**config.mk**
```make
export PLATFORM = sky130hd
export DESIGN_NAME = debounce_bank
export DESIGN_NICKNAME = d
export VERILOG_FILES = /design/src/rtl/debounce_pkg.sv /design/src/rtl/debounce_chan.sv /design/src/rtl/debounce_bank.sv
export SDC_FILE = /design/constraint.sdc
export NUM_CORES = 1
export LEC_CHECK = 0
export BUFFER_PORTS_ARGS = -buffer_cell sky130_fd_sc_hd__buf_2
export CORE_ASPECT_RATIO = 0.8
export CORE_UTILIZATION = 25
export DETAILED_ROUTE_END_ITERATION = 12
export GPL_TIMING_DRIVEN = 0
export SETUP_SLACK_MARGIN = 0.05
export SYNTH_ARGS = -nofsm -noshare
export SYNTH_HDL_FRONTEND = slang
export SYNTH_SLANG_ARGS = --single-unit
```
**constraint.sdc**
```tcl
create_clock -name clk_50_mhz -period 2.6 [get_ports clk_50_mhz]
set_clock_uncertainty 0.2 [all_clocks]
set_input_delay 0.39 -clock clk_50_mhz [delete_from_list [all_inputs] [get_ports clk_50_mhz]]
set_output_delay 0.39 -clock clk_50_mhz [all_outputs]
set_load 0.05 [all_outputs]
```
**src/rtl/debounce_pkg.sv**
```systemverilog
// debounce_pkg: shared defaults and counter-width helper for the button debouncer
package debounce_pkg;

    localparam int DEFAULT_SETTLE_50MHZ = 500000;
    localparam int DEFAULT_HOLD_50MHZ = 50000000;

    // Bits needed to hold values 0..value-1, never less than one
    function automatic int clog2(input longint value);
        int r;
        r = 0;
        while ((longint'(1) << r) < value) r++;
        return (r < 1) ? 1 : r;
    endfunction

endpackage

```
**src/rtl/debounce_chan.sv**
```systemverilog
// debounce_chan: one button channel - synchroniser, settle filter, edge pulses, long-press pulse
module debounce_chan
    import debounce_pkg::*;
#(
    parameter int SETTLE_CYCLES = DEFAULT_SETTLE_50MHZ,
    parameter int HOLD_CYCLES = DEFAULT_HOLD_50MHZ,
    parameter int ACTIVE_LOW = 1
) (
    input  logic clk_50_mhz,
    input  logic reset_n,
    input  logic button_raw,
    output logic level,
    output logic pressed,
    output logic released,
    output logic held
);

    localparam int CW = clog2(SETTLE_CYCLES + 1);
    localparam logic [CW-1:0] SETTLE_MAX = CW'(SETTLE_CYCLES);
    localparam logic RAW_IDLE = (ACTIVE_LOW != 0);

    logic sync1, sync2, cand, sample, settle_done;
    logic [CW-1:0] cnt;

    assign sample = sync2 ^ RAW_IDLE;
    assign settle_done = (cnt == SETTLE_MAX) && (cand != level);

    always_ff @(posedge clk_50_mhz or negedge reset_n) begin
        if (!reset_n) begin
            sync1 <= RAW_IDLE;
            sync2 <= RAW_IDLE;
            cand <= 1'b0;
            cnt <= '0;
            level <= 1'b0;
            pressed <= 1'b0;
            released <= 1'b0;
        end else begin
            sync1 <= button_raw;
            sync2 <= sync1;
            cand <= sample;
            cnt <= (sample != cand) ? '0 : (cnt == SETTLE_MAX) ? cnt : cnt + 1'b1;
            level <= settle_done ? cand : level;
            pressed <= settle_done && cand;
            released <= settle_done && !cand;
        end
    end

    if (HOLD_CYCLES > 0) begin : g_hold
        localparam int HW = clog2(HOLD_CYCLES + 1);
        localparam logic [HW-1:0] HOLD_MAX = HW'(HOLD_CYCLES);
        logic [HW-1:0] hcnt;
        // A release landing on the same edge wins, keeping the three pulses exclusive
        always_ff @(posedge clk_50_mhz or negedge reset_n) begin
            if (!reset_n) begin
                hcnt <= '0;
                held <= 1'b0;
            end else begin
                hcnt <= !level ? '0 : (hcnt == HOLD_MAX) ? hcnt : hcnt + 1'b1;
                held <= level && (hcnt == HOLD_MAX - 1'b1) && !settle_done;
            end
        end
    end else begin : g_no_hold
        assign held = 1'b0;
    end

endmodule

```
**src/rtl/debounce_bank.sv**
```systemverilog
// debounce_bank: independent debounce channels for a bank of raw push-button pins
module debounce_bank
    import debounce_pkg::*;
#(
    parameter int CHANNELS = 4,
    parameter int SETTLE_CYCLES = DEFAULT_SETTLE_50MHZ,
    parameter int HOLD_CYCLES = DEFAULT_HOLD_50MHZ,
    parameter int ACTIVE_LOW = 1
) (
    input  logic                clk_50_mhz,
    input  logic                reset_n,
    input  logic [CHANNELS-1:0] button_raw,
    output logic [CHANNELS-1:0] level,
    output logic [CHANNELS-1:0] pressed,
    output logic [CHANNELS-1:0] released,
    output logic [CHANNELS-1:0] held
);

    for (genvar i = 0; i < CHANNELS; i++) begin : g_chan
        debounce_chan #(
            .SETTLE_CYCLES(SETTLE_CYCLES),
            .HOLD_CYCLES(HOLD_CYCLES),
            .ACTIVE_LOW(ACTIVE_LOW)
        ) u_chan (
            .clk_50_mhz(clk_50_mhz),
            .reset_n(reset_n),
            .button_raw(button_raw[i]),
            .level(level[i]),
            .pressed(pressed[i]),
            .released(released[i]),
            .held(held[i])
        );
    end

endmodule

```
# After elaboration in Yosys (flattened, before gate mapping)
# Cells that the tools add are included.
[totals]
word_cells = 120
ram_bits = 0
reg_bits = 208
mem_bits_ro = 0
n_memories = 0
latch_bits = 0
[op_classes]
mux = 16
n_div = 0
n_lt_le_gt_ge = 0
mul = 0
eq_ne = 28
n_reduce_logical = 28
addsub = 8
shift = 0
bitwise = 4
[op_table]
columns = ["operator", "count"]
rows = [
  ["$eq 26x26->1 const B", 8],
  ["$mux 26", 8],
  ["$mux 19", 8],
  ["$add 26x1->26 const B", 4],
  ["$add 19x1->19 const B", 4],
  ["$eq 19x19->1 const B", 4],
  ["$logic_and 1x1->1", 20],
  ["$ne 2x2->1 const B", 8],
  ["$logic_not 1->1", 8],
  ["$ne 1x1->1", 8],
  ["$not 1->1", 4],
]

# Longest topological paths before layout
# Gate-level depths: netlist of run 1.
[depth]
depth_word = 4
ltp_mapped = 8
depth_no_buf = 7

# By module
# From an unflattened synthesis of run 1, not the netlist that was laid out.
[hier_totals]
hier_cells = 1099
area_unflattened_um2 = 10680.2
[modules_own_cells]
columns = ["mod", "area_per_inst_um2", "cells_each", "instances"]
rows = [
  ["debounce_chan (g_chan[0].u_chan ...)", 2657.5, 272, 3],
  ["debounce_chan (g_chan[1].u_chan)", 2707.6, 283, 1],
]

# Worst setup path after synthesis of run 1
# No wires, ideal clock.
[synth_timing]
path_type = "flip-flop to flip-flop"
start = "reg g_chan[1].u_chan.cnt[3]"
end = "reg g_chan[1].u_chan.level"
synth_period_minus_slack_ps = 2153
setup_ps = 125
path_stages_with_launch = 5
arrival_ps = 1827
t_required_ps = 2275
slack_ps = 447
path_cell_list = "dfrtp_1 -> or4b_1 -> or4_1 -> buf_2 -> mux2_4"
[synth_between]
elab_chain_cells = 2
[synth_rtl]
columns = ["item", "line", "source"]
rows = [
  ["from (decl)", "debounce_chan.sv:23", "logic [CW-1:0] cnt;"],
  ["from (signal assigned)", "debounce_chan.sv:41", "cnt <= (sample != cand) ? '0 : (cnt == SETTLE_MAX) ? cnt : cnt + 1'b1;"],
  ["$eq 19x19->1", "debounce_chan.sv:26", "assign settle_done = (cnt == SETTLE_MAX) && (cand != level);"],
  ["$logic_and 1x1->1", "debounce_chan.sv:26", ""],
  ["to (signal assigned)", "debounce_chan.sv:42", "level <= settle_done ? cand : level;"],
  ["to (decl)", "debounce_chan.sv:12", "output logic level,"],
]
# No other way between the ends.
# A chain may end at the register's enable or synchronous reset.

# Worst setup path after layout of run 1
[layout_timing]
start = "reg g_chan[3].u_chan.cnt[7]"
end = "reg g_chan[3].u_chan.pressed"
[layout_between]
elab_chain_cells = 3
[layout_rtl]
columns = ["item", "line", "source"]
rows = [
  ["from (decl)", "debounce_chan.sv:23", ""],
  ["from (signal assigned)", "debounce_chan.sv:41", ""],
  ["$eq 19x19->1", "debounce_chan.sv:26", ""],
  ["$logic_and 1x1->1", "debounce_chan.sv:26", ""],
  ["$logic_and 1x1->1", "debounce_chan.sv:43", "pressed <= settle_done && cand;"],
  ["to (signal assigned)", "debounce_chan.sv:43", ""],
  ["to (decl)", "debounce_chan.sv:13", "output logic pressed,"],
]
# No other way between the ends.

==> run metrics, run 1 <==
most frequent cells in the layout=200 x dfrtp_1, 102 x nor2_1, 100 x xnor2_1; Mapped Nets=approximately 1100; CP Class=flop to flop; capturing element type of the critical path=flop; clk_lat worst skew=0.51 ns; area of the die=43160 µm²; Critical Path AT=2.58 ns; Nets=1139; Synth area leader=dfrtp_1; Worst Path Required=2.76 ns; unrepaired setup endpoints after global routing=no; First-pass DRT Iterations=4; Final setup viols=0; total track usage=0.09667; Crit Path Max Fanout=6; Seq/Total Area, Yosys=0.4928; Synth Flop Type=dfrtp_1; Starting Density=0.2530; CTS tree=built; Final Hold Vio Count=0; global-route wire length before repair=about 36 mm; routed length per instance=around 12 µm; DRC errors left=0; Syn-to-layout area delta=17.38%; CTS H-Tree Depth=1; CP Launch Type=flop; EDFF count, synth=0; I/O pin total=22; Cells after DPL=1633; relative slew slack=0.4280; pwr/cell area=between 600 and 700 nW/µm²; clock buffer depth=3; static leakage power=about 5.2 nW; synthesized area per cell=9.993 µm²; Reg clk slew, reported paths=0.06 ns; core outline area=between 40000 and 50000 µm²; die height=186.0 µm; final worst slack=0.1809 ns; Seq. cell area=between 5000 and 6000 µm²; TritonCTS buffer count=25; Post-DP Area=11420 µm²; Layout fillers=4310; Post-Place Setup Slack=0.1992 ns; Final period util=0.9304; Synth cell types=44; Yosys top cell area share=0.4729; initial antenna violation count=0; YS warnings=0; vias in the first global route=7298; Clock Sinks=208; run status=finished clean; final cell count without fillers=1683; Row Count=67; Least-Margin Pin Slew=0.8518 ns; number of DRC markers in iteration 0=424; Die Span X=approximately 230 µm; multi-input logic area=5011 µm²; Buffers on Ports=21; CTS root buf=clkbuf_16; n_diodes=0; DP HPWL=13.33 mm; Synth area leaders=dfrtp_1 47%, xnor2_1 8.3%, and2_1 5.4%, xor2_1 4.7%, nand3_1 3.8%; FF+latch count, synth=208; vias post-DR=around 7400; Max Clk Rate=413.4 MHz; area of the mapped netlist=around 11000 µm²; minimum clock period=2.419 ns; Max Slew Vio Count=0; commonest non-fill, non-tap cell in the layout=dfrtp_1; gr ovfl total=0; Peak VDD IR=0.0004645 V; Vias per Instance=4.389; routability congestion estimate from global placement=0.7897; largest net degree at the start of global routing=108; Final ANT Viol Nets=0; final instance area=12420 µm²; min-delay worst type=flop to flop; Routed WL=19.84 mm; Post-synth ARST share=1.000; Maximum Capacitance Violations=0; layout cells sized above 1=0.09637; synthesized netlist cell count=1059
sequential cells by signal (all words and copies together) (netlist names):
register and count:
g_chan.u_chan.cnt 76, g_chan.u_chan.released 4, g_chan.u_chan.sync2 4, g_chan.u_chan.held 4
g_chan.u_chan.pressed 4, g_chan.u_chan.g_hold.hcnt 104, g_chan.u_chan.level 4, g_chan.u_chan.cand 4
g_chan.u_chan.sync1 4
synth_stat cells (all sizes together), types with 11 or more instances:
cell / number
nor4: 20
nor3: 17
nand3: 80
nor3b: 11
buf: 19
and3: 33
clkbuf: 26
or3: 12
inv: 33
dfrtp: 200
and2: 91
xor2: 57
xnor2: 100
nand4: 54
nand2: 69
ha: 20
nor2b: 14
o21ai: 12
nor2: 102
and4: 16
layout make-up:
class,count,area share
clock buffers,33,0.05923
inverters,33,0.009972
clock inverters,12,0.01773
repair buffers,27,0.01551
flip-flops and latches,208,0.4198
multi-input cells,773,0.4034
plain buffers,45,0.01873
well taps,552,0.05560
report_power, final:
group	switching [W]	internal (W)
Sequential	0.0000514	0.00328
Clock	0.00135	0.00258
Combinational	0.000150	0.0000708
Total	0.00155	0.00593
worst paths after layout:
kind	from	endpoint	slack, ns	cells past startpoint
max	g_chan[3].u_chan.cnt[7]$_DFFE_PN0P_	g_chan[3].u_chan.pressed$_DFF_PN0_	0.18	4
min	g_chan[0].u_chan.sync1$_DFF_PN1_	g_chan[0].u_chan.sync2$_DFF_PN1_	0.16	0
max reg2reg	g_chan[3].u_chan.cnt[7]$_DFFE_PN0P_	g_chan[3].u_chan.pressed$_DFF_PN0_	0.18	4
min reg2reg	g_chan[0].u_chan.sync1$_DFF_PN1_	g_chan[0].u_chan.sync2$_DFF_PN1_	0.16	0
max in group asynchronous	reset_n	g_chan[0].u_chan.sync2$_DFF_PN1_	0.90	3
min in group asynchronous	reset_n	g_chan[3].u_chan.g_hold.hcnt[5]$_DFFE_PN0P_	0.31	2
stage by stage:
stage                     hold WS [ns]  setup TNS [ns]  total power (W)  utilization
after floorplan                -0.1056               0         0.003494            -
after global placement          0.1474         -543.05         0.003604       0.2720
after detailed placement        0.1491               0         0.003615       0.2729
after CTS                       0.1576               0         0.007634       0.2970
after global routing            0.1632               0         0.007808       0.2970
final                           0.1557               0         0.007483       0.2970
logic make-up after synthesis:
logic type / Yosys count / synth area share
adder cells (fa/ha/maj): 20 / 0.02365
AND/OR/NAND/NOR: 553 / 0.2912
buffers and inverters: 78 / 0.03370
flip-flops: 208 / 0.4928
AO/OA/AOI/OAI: 33 / 0.01856
multiplexers: 10 / 0.01017
XOR/XNOR: 157 / 0.1299
routing by layer:
metal  wire length, µm  vias to the layer above  share of wire  track usage
met2              8368                       82           0.42       0.1472
met3               598                       36          0.030      0.01501
met4               486                        0          0.024      0.02842
met1             10390                     3564           0.52       0.1401
li1                  -                     3704              -            -
met5                 0                        -              0            0
repair_timing:
action                                 4_1_cts  5_1_grt
resized for setup                            0        0
hold buffers                                 5        0
setup endpoints to repair                    0        0
setup buffers                                0        0
endpoints found under the hold margin      100        0
worst max-delay path: stages, from the launching register on:
cell and delay (ns):
dfrtp_1 0.42, or4b_1 0.52, nor4_1 0.28, nand4_1 0.36
nor3b_1 0.48
(Power assumes the default switching activity.)
==> run 2, diff against run 1 <==
--- a/config.mk
+++ b/config.mk
@@ -7,9 +7,10 @@
 export LEC_CHECK = 0
 export BUFFER_PORTS_ARGS = -buffer_cell sky130_fd_sc_hd__buf_2
 export CORE_ASPECT_RATIO = 0.8
-export CORE_UTILIZATION = 25
+export CORE_UTILIZATION = 63
 export DETAILED_ROUTE_END_ITERATION = 12
 export GPL_TIMING_DRIVEN = 0
+export PLACE_DENSITY = 0.8
 export SETUP_SLACK_MARGIN = 0.05
 export SYNTH_ARGS = -nofsm -noshare
 export SYNTH_HDL_FRONTEND = slang
==> run 2 against run 1 <==
Compared with the run above:
- routed wire length about the same
- sequential share of layout area rose by 2.3 points
- worst hold slack worse by 0.0011 ns
- fmax is 1.3% lower
- die area fell by 60%
- global-route usage grew 15 points
- count of clock-buffer cells in the layout fell by 5
- critical path depth is the same
- register-to-register slack got worse by 0.03 ns
- total power down 12%
- flip-flop and latch count did not move
==> run metrics, run 2 (synthesized netlist as in run 1, its figures left out) <==
Final Hold Vio Count=0 (unchanged); Die Span X=146.9 µm (-37%); gr ovfl total=0 (unchanged); commonest non-fill, non-tap cell in the layout=dfrtp_1; Clock Sinks=208 (unchanged); static leakage power=5.081 nW (-2.3%); Layout fillers=1150 (-73%); Least-Margin Pin Slew=0.9205 ns (+0.06865 ns); Final setup viols=0 (unchanged); Seq. cell area=5215 µm² (unchanged); clock buffer depth=3 (unchanged); Resize count post-CTS=0 (unchanged); capturing element type of the critical path=flop; combinational share of power=0.035 (+0.006); clk_lat worst skew=0.50 ns (about the same); Pwr Total=0.006615 W (-12%); routability congestion estimate from global placement=0.8545 (+8.2%); I/O pin total=22 (unchanged); reg2reg start=g_chan[3].u_chan.cnt[7]$_DFFE_PN0P_; DRC errors left=0 (unchanged); TritonCTS buffer count=22 (-12%); Largest regs=g_chan.u_chan.g_hold.hcnt: 104 flops, g_chan.u_chan.cnt: 76 flops; FF-to-FF setup slack=0.15 ns (-0.03 ns); global-route wire length before repair=35.48 mm (-0.47%); Final ANT Viol Nets=0 (unchanged); Reg clk slew, reported paths=0.06 ns (about the same); final worst slack=0.1499 ns (-0.03097 ns); Critical Path AT=2.64 ns (+0.06 ns); n_diodes=0 (unchanged); First-pass DRT Iterations=5 (+1); Worst Path Required=2.79 ns (+0.03 ns); multi-input logic area=5011 µm² (unchanged); CTS tree=built; initial antenna violation count=0 (unchanged); routed length per instance=14.79 µm (+25%); Final period util=0.9423 (+0.01191); TNS Setup=0 ns (unchanged); Vias per Instance=5.629 (+28%); sequential share of power=0.504 (+0.059); core outline area=16110 µm² (-61%); Row Count=41 (-39%); number of DRC markers in iteration 0=382 (-9.9%); Starting Density=0.6570 (+0.4040); CTS root buf=clkbuf_16; Reg-to-Reg End=g_chan[3].u_chan.level$_DFFE_PN0P_; Buffers on Ports=21 (unchanged); run status=finished clean; Max Slew Vio Count=0 (unchanged); CP Launch Type=flop; total track usage=0.2453 (+0.1486); pwr/cell area=561.7 nW/µm² (-6.8%); worst hold path endpoint=g_chan[0].u_chan.sync2$_DFF_PN1_; CTS H-Tree Depth=1 (unchanged); Peak VDD IR=0.0005851 V (+26%); Nets=1137 (-0.18%); Post-DP Area=11020 µm² (-3.5%); Final Core Density=0.7311 (+0.4341); Switching Fraction=0.2245 (+0.01711); max reg flops=104 (unchanged); largest net degree at the start of global routing=73 (-32%); Clk pwr share=0.461 (-0.064); Post-Place Setup Slack=0.2523 ns (+0.05314 ns); Hold Path Depth=0 (unchanged); P_sw=0.001485 W (-4.3%); DP HPWL=13.10 mm (-1.7%); Routed WL=19.84 mm (about the same); min-delay worst type=flop to flop; CP Class=flop to flop; most frequent cells in the layout=200 x dfrtp_1, 102 x nor2_1, 100 x xnor2_1; hold_sp=g_chan[0].u_chan.sync1$_DFF_PN1_; Reg with most FFs=g_chan.u_chan.g_hold.hcnt; Maximum Capacitance Violations=0 (unchanged); area of the die=17320 µm² (-60%); Syn-to-layout area delta=11.28%; layout cells sized above 1=0.08970 (-0.006677); final instance area=11780 µm² (-5.2%); minimum clock period=2.450 ns (+0.03097 ns); unrepaired setup endpoints after global routing=no; Pint=0.005130 W (-14%); die height=117.9 µm (-37%); Max Clk Rate=408.2 MHz (-1.3%); R2R depth=4 (unchanged); vias post-DR=7549 (+2.2%); Crit Path Max Fanout=6 (unchanged); relative slew slack=0.3819 (-0.04610); vias in the first global route=7434 (+1.9%)
## run 2: changes by cell type in the layout (fill, tap and decap cells not counted)
cell,before,now
clkbuf_16,25,23
clkbuf_1,26,29
bufinv_16,6,1
buf_16,1,2
clkbuf_8,8,2
clkinvlp_4,1,4
clkinv_2,3,6
inv_6,1,0
clkinv_4,1,0
## run 2: per-layer routing
metal / vias to the layer above / part of all wire / global-route usage
met1: 3705 / 0.50 / 0.3657
li1: 3698 / - / -
met2: 122 / 0.45 / 0.3815
met3: 24 / 0.036 / 0.03450
met5: - / 0 / 0
met4: 0 / 0.014 / 0.05541
## run 2: power by group through the flow
stage               registers [W]  clock network [W]  logic [W]
global route              0.00334            0.00326   0.000267
global placement          0.00339                  0   0.000207
floorplan                 0.00338                  0   0.000116
detailed placement        0.00339                  0   0.000227
CTS                       0.00333            0.00312   0.000236
finish                    0.00333            0.00305   0.000230
## run 2: how the worst max path moves through the flow
stage,startpoint,to,slack [ns]
3_3_place_gp,reset_n,g_chan[0].u_chan.g_hold.hcnt[23]$_DFFE_PN0P_,-2.47
2_1_floorplan,g_chan[1].u_chan.cnt[3]$_DFFE_PN0P_,g_chan[1].u_chan.level$_DFFE_PN0P_,0.45
5_1_grt,g_chan[3].u_chan.cnt[7]$_DFFE_PN0P_,g_chan[3].u_chan.level$_DFFE_PN0P_,0.06
4_1_cts,g_chan[3].u_chan.cnt[7]$_DFFE_PN0P_,g_chan[3].u_chan.level$_DFFE_PN0P_,0.17
3_5_place_dp,g_chan[3].u_chan.cnt[7]$_DFFE_PN0P_,g_chan[3].u_chan.level$_DFFE_PN0P_,0.25
6_report,g_chan[3].u_chan.cnt[7]$_DFFE_PN0P_,g_chan[3].u_chan.level$_DFFE_PN0P_,0.15
## run 2: cell type report
cell class              instances  area share
inverters                      33     0.01052
repair buffers                 28     0.01870
well taps                     215     0.02284
clock inverters                11    0.007650
multi-input cells             773      0.4255
clock buffers                  28     0.05217
plain buffers                  45     0.01976
flip-flops and latches        208      0.4428
## run 2: repair_timing
action / 4_1_cts / 5_1_grt
setup buffers: 0 / 0
hold endpoints to repair: 70 / 0
hold buffers: 5 / 0
## run 2: worst max-delay path, stage by stage (launching register included)
cell     delay [ns]
dfrtp_1        0.43
or4b_1         0.53
nor4_1         0.40
nand4_1        0.37
mux2_1         0.41
## run 2: per-stage QoR
stage / hold WS (ns) / cells
2_1_floorplan: -0.1056 / 1059
3_3_place_gp: 0.1459 / 1295
3_5_place_dp: 0.1469 / 1297
6_report: 0.1546 / 1341
4_1_cts: 0.1559 / 1341
5_1_grt: 0.1546 / 1341
==> run 3, diff against run 2 <==
--- a/config.mk
+++ b/config.mk
@@ -14,4 +14,5 @@
 export SETUP_SLACK_MARGIN = 0.05
 export SYNTH_ARGS = -nofsm -noshare
 export SYNTH_HDL_FRONTEND = slang
+export SYNTH_HIERARCHICAL = 1
 export SYNTH_SLANG_ARGS = --single-unit
==> run 3 against run 2 <==
Compared with the run above:
- non-clock buffer count down 8
- flip-flop and latch count unchanged
- largest power group unchanged
- worst setup slack better by 0.013 ns
- fmax grew 0.52%
- count of clock-buffer cells in the layout grew 3
- total power up 0.17%
- critical path depth stayed put
- highest routed layer unchanged
- design area increased by 0.69%
- worst hold slack better by 0.0023 ns
- die area is 0.90% higher
- register-to-register slack barely moved
==> run metrics, run 3 <==
Crit Path Max Fanout=7 (+1); run status=finished clean; Layout fillers=1241 (+7.9%); R2R depth=4 (unchanged); post-CTS setup repair buffer count=0 (unchanged); Worst setup endpoint=g_chan[3].u_chan/held$_DFF_PN0_; initial antenna violation count=0 (unchanged); Largest regs=g_chan.u_chan/g_hold.hcnt: 104 flops, g_chan.u_chan/cnt: 76 flops; reg2reg start=g_chan[3].u_chan/g_hold.hcnt[18]$_DFFE_PN0P_; n_diodes=0 (unchanged); Worst Path Required=2.83 ns (+0.04 ns); Seq/Total Area, Yosys=0.4883 (-0.004503); CP Class=flop to flop; Pint=0.005197 W (+1.3%); Peak VDD IR=0.0004410 V (-25%); Post-synth ARST share=1.000 (unchanged); Final setup viols=0 (unchanged); routed length per instance=15.05 µm (+1.8%); Maximum Capacitance Violations=0 (unchanged); CP Launch Type=flop; Syn-to-layout area delta=11.02%; clock buffer depth=3 (unchanged); CTS root buf=clkbuf_16; post-synthesis xor/xnor area fraction=0.07627 (-0.05367); Critical Path AT=2.67 ns (+0.03 ns); EDFF count, synth=0 (unchanged); global-route wire length before repair=36.69 mm (+3.4%); Crit path max-delay family=simple AND/OR/NAND/NOR gates; Synth area leaders=dfrtp_1 47%, xnor2_1 4.1%, xor2_1 3.5%, nor2_1 3.4%, nand3_1 3.2%; CTS tree=built; capturing element type of the critical path=flop; met3 wire length=823 µm (+15%); YS warnings=6 (+6); mux cell area share after synthesis=0.02331 (+0.01315); count leader, synth=dfrtp_1; commonest non-fill, non-tap cell in the layout=dfrtp_1; final instance area=11860 µm² (+0.69%); Compound-Gate Fraction of Synth Area=0.08329 (+0.06473); Max Clk Rate=410.3 MHz (+0.52%); total track usage=0.2496 (+0.004302); Reg clk slew, reported paths=0.06 ns (about the same); FF-to-FF setup slack=0.16 ns (about the same); die height=118.5 µm (+0.45%); gr ovfl total=0 (unchanged); Adder-Cell Fraction of Synth Area=0.02343 (-0.0002161); CTS H-Tree Depth=1 (unchanged); Row Count=42 (+2.4%); Post-DP Area=11100 µm² (+0.69%); static leakage power=4.566 nW (-10%); Switching Fraction=0.2156 (-0.008891); routability congestion estimate from global placement=0.8122 (-5.0%); Reg-to-Reg End=g_chan[3].u_chan/held$_DFF_PN0_; relative slew slack=0.4664 (+0.08441); minimum clock period=2.437 ns (-0.01265 ns); Max Slew Vio Count=0 (unchanged); Top Metal Used=met4; P_sw=0.001428 W (-3.8%); max reg flops=104 (unchanged); Final ANT Viol Nets=0 (unchanged); post-synthesis simple-gate area fraction=0.2755 (-0.01566); clk_lat worst skew=0.50 ns (about the same); Pwr Total=0.006625 W (+0.17%); FF+latch count, synth=208 (unchanged); Synth cell types=53 (+20%); core outline area=16550 µm² (+2.8%); area of the mapped netlist=10680 µm² (+0.92%); Synth top cells by count=200 x dfrtp_1, 98 x nor2_1, 85 x nand2_1; critical path depth=4 (unchanged); critical path cell sequence=or4_1 > or4_4 > nor4_2 > o2111a_1; Reg with most FFs=g_chan.u_chan/g_hold.hcnt; TritonCTS buffer count=21 (-4.5%); DP HPWL=13.91 mm (+6.2%); Final period util=0.9375 (-0.004867); crit-path max cell delay=0.56 ns (+0.03 ns); final worst slack=0.1626 ns (+0.01266 ns); I/O pin total=22 (unchanged); synthesized netlist cell count=1099 (+3.8%); combinational family with the most area after synthesis=simple AND/OR/NAND/NOR gates; number of DRC markers in iteration 0=608 (+59%); sequential share of power=0.502 (-0.002); Routed WL=20.83 mm (+5.0%); Synth area leader=dfrtp_1; pwr/cell area=558.8 nW/µm² (-0.52%); area of the die=17480 µm² (+0.90%); First-pass DRT Iterations=5 (unchanged); unrepaired setup endpoints after global routing=no; most frequent cells in the layout=200 x dfrtp_1, 98 x nor2_1, 85 x nand2_1; M1 WL=10.14 mm (+3.0%); layout cells sized above 1=0.07990 (-0.009801); Buffers on Ports=21 (unchanged); Mapped Nets=1125 (+3.7%); largest net degree at the start of global routing=106 (+45%); Clock Sinks=208 (unchanged); Starting Density=0.6452 (-0.01178); slowest CP cell=or4_1; DRC errors left=0 (unchanged); TNS Setup=0 ns (unchanged); Die Span X=147.6 µm (+0.45%); Clk pwr share=0.460 (about the same); vias post-DR=8287 (+9.8%); Final Hold Vio Count=0 (unchanged); worst hold slack=0.1569 ns (+0.002285 ns); Yosys top cell area share=0.4686 (-0.004321); min-delay worst type=flop to flop; Vias per Instance=5.988 (+6.4%); Synth Flop Type=dfrtp_1; Bufs and invs on worst path=0 (unchanged); Post-Place Setup Slack=0.1628 ns (-0.08951 ns); Nets=1175 (+3.3%); Least-Margin Pin Slew=0.7948 ns (-0.1257 ns); vias in the first global route=7864 (+5.8%); combinational share of power=0.038 (+0.003); synthesized area per cell=9.718 µm² (-2.8%); Critical Path Source=g_chan[3].u_chan/g_hold.hcnt[18]$_DFFE_PN0P_; WL met2=9.668 mm (+7.4%)
[run 3: changes by cell type after synthesis, moves of 25 or more]
cell | before | now
and2_1 | 91 | 5
a21oi_1 | 9 | 62
xnor2_1 | 100 | 50
or4_1 | 4 | 40
o31ai_1 | 0 | 31
and3_1 | 33 | 8
[run 3: final cells by class]
class	instances	area [µm²]	share of cell area
Timing Repair Buffer	27	192.7	0.01625
Inverter	46	172.7	0.01456
Tap cell	220	275.3	0.02321
Multi-Input combinational cell	807	5151	0.4344
Clock inverter	7	91.34	0.007703
Clock buffer	31	613.1	0.05170
Buffer	38	146.4	0.01235
Sequential cell	208	5215	0.4398
[run 3: layer usage]
metal | vias to the layer above | track usage
met5 | - | 0
met4 | 0 | 0.05348
met3 | 21 | 0.03745
met2 | 148 | 0.3953
met1 | 4028 | 0.3655
li1 | 4090 | -
[run 3: logic make-up (layout without fill, tap and decap cells)]
group,Yosys count,in the layout
AND/OR/NAND/NOR,523,523
flip-flops,208,208
AO/OA/AOI/OAI,147,147
XOR/XNOR,93,93
buffers and inverters,84,149
multiplexers,24,24
adder cells (fa/ha/maj),20,20
[run 3: what timing repair did]
item,4_1_cts,5_1_grt
hold buffers,5,0
endpoints found under the setup margin,0,1
resized for setup,0,1
endpoints found under the hold margin,103,0
[run 3: power by group through the flow]
stage / Combinational (W) / Clock, W / Sequential [W]
global placement: 0.000234 / 0 / 0.00338
global route: 0.000292 / 0.00326 / 0.00333
floorplan: 0.000135 / 0 / 0.00337
finish: 0.000250 / 0.00305 / 0.00333
detailed placement: 0.000250 / 0 / 0.00339
CTS: 0.000256 / 0.00312 / 0.00333
[run 3: worst min-delay path by stage]
stage | start | to | depth (start not counted)
after floorplan | reset_n | g_chan[0].u_chan/cand$_DFF_PN0_ | 0
after global placement | g_chan[1].u_chan/sync1$_DFF_PN1_ | g_chan[1].u_chan/sync2$_DFF_PN1_ | 0
after detailed placement | g_chan[2].u_chan/sync1$_DFF_PN1_ | g_chan[2].u_chan/sync2$_DFF_PN1_ | 0
after CTS | g_chan[2].u_chan/sync1$_DFF_PN1_ | g_chan[2].u_chan/sync2$_DFF_PN1_ | 0
after global routing | g_chan[2].u_chan/sync1$_DFF_PN1_ | g_chan[2].u_chan/sync2$_DFF_PN1_ | 0
final | g_chan[1].u_chan/sync1$_DFF_PN1_ | g_chan[1].u_chan/sync2$_DFF_PN1_ | 0
[run 3: stage by stage]
step	util	cells
after floorplan	-	1099
after global placement	0.6682	1340
after detailed placement	0.6704	1341
after CTS	0.7160	1384
after global routing	0.7163	1384
final	0.7163	1384
[run 3: worst reg2reg max path: stages, from the launching register on]
cell      delay, ns
dfrtp_1        0.46
or4_1          0.56
or4_4          0.56
nor4_2         0.35
o2111a_1       0.24
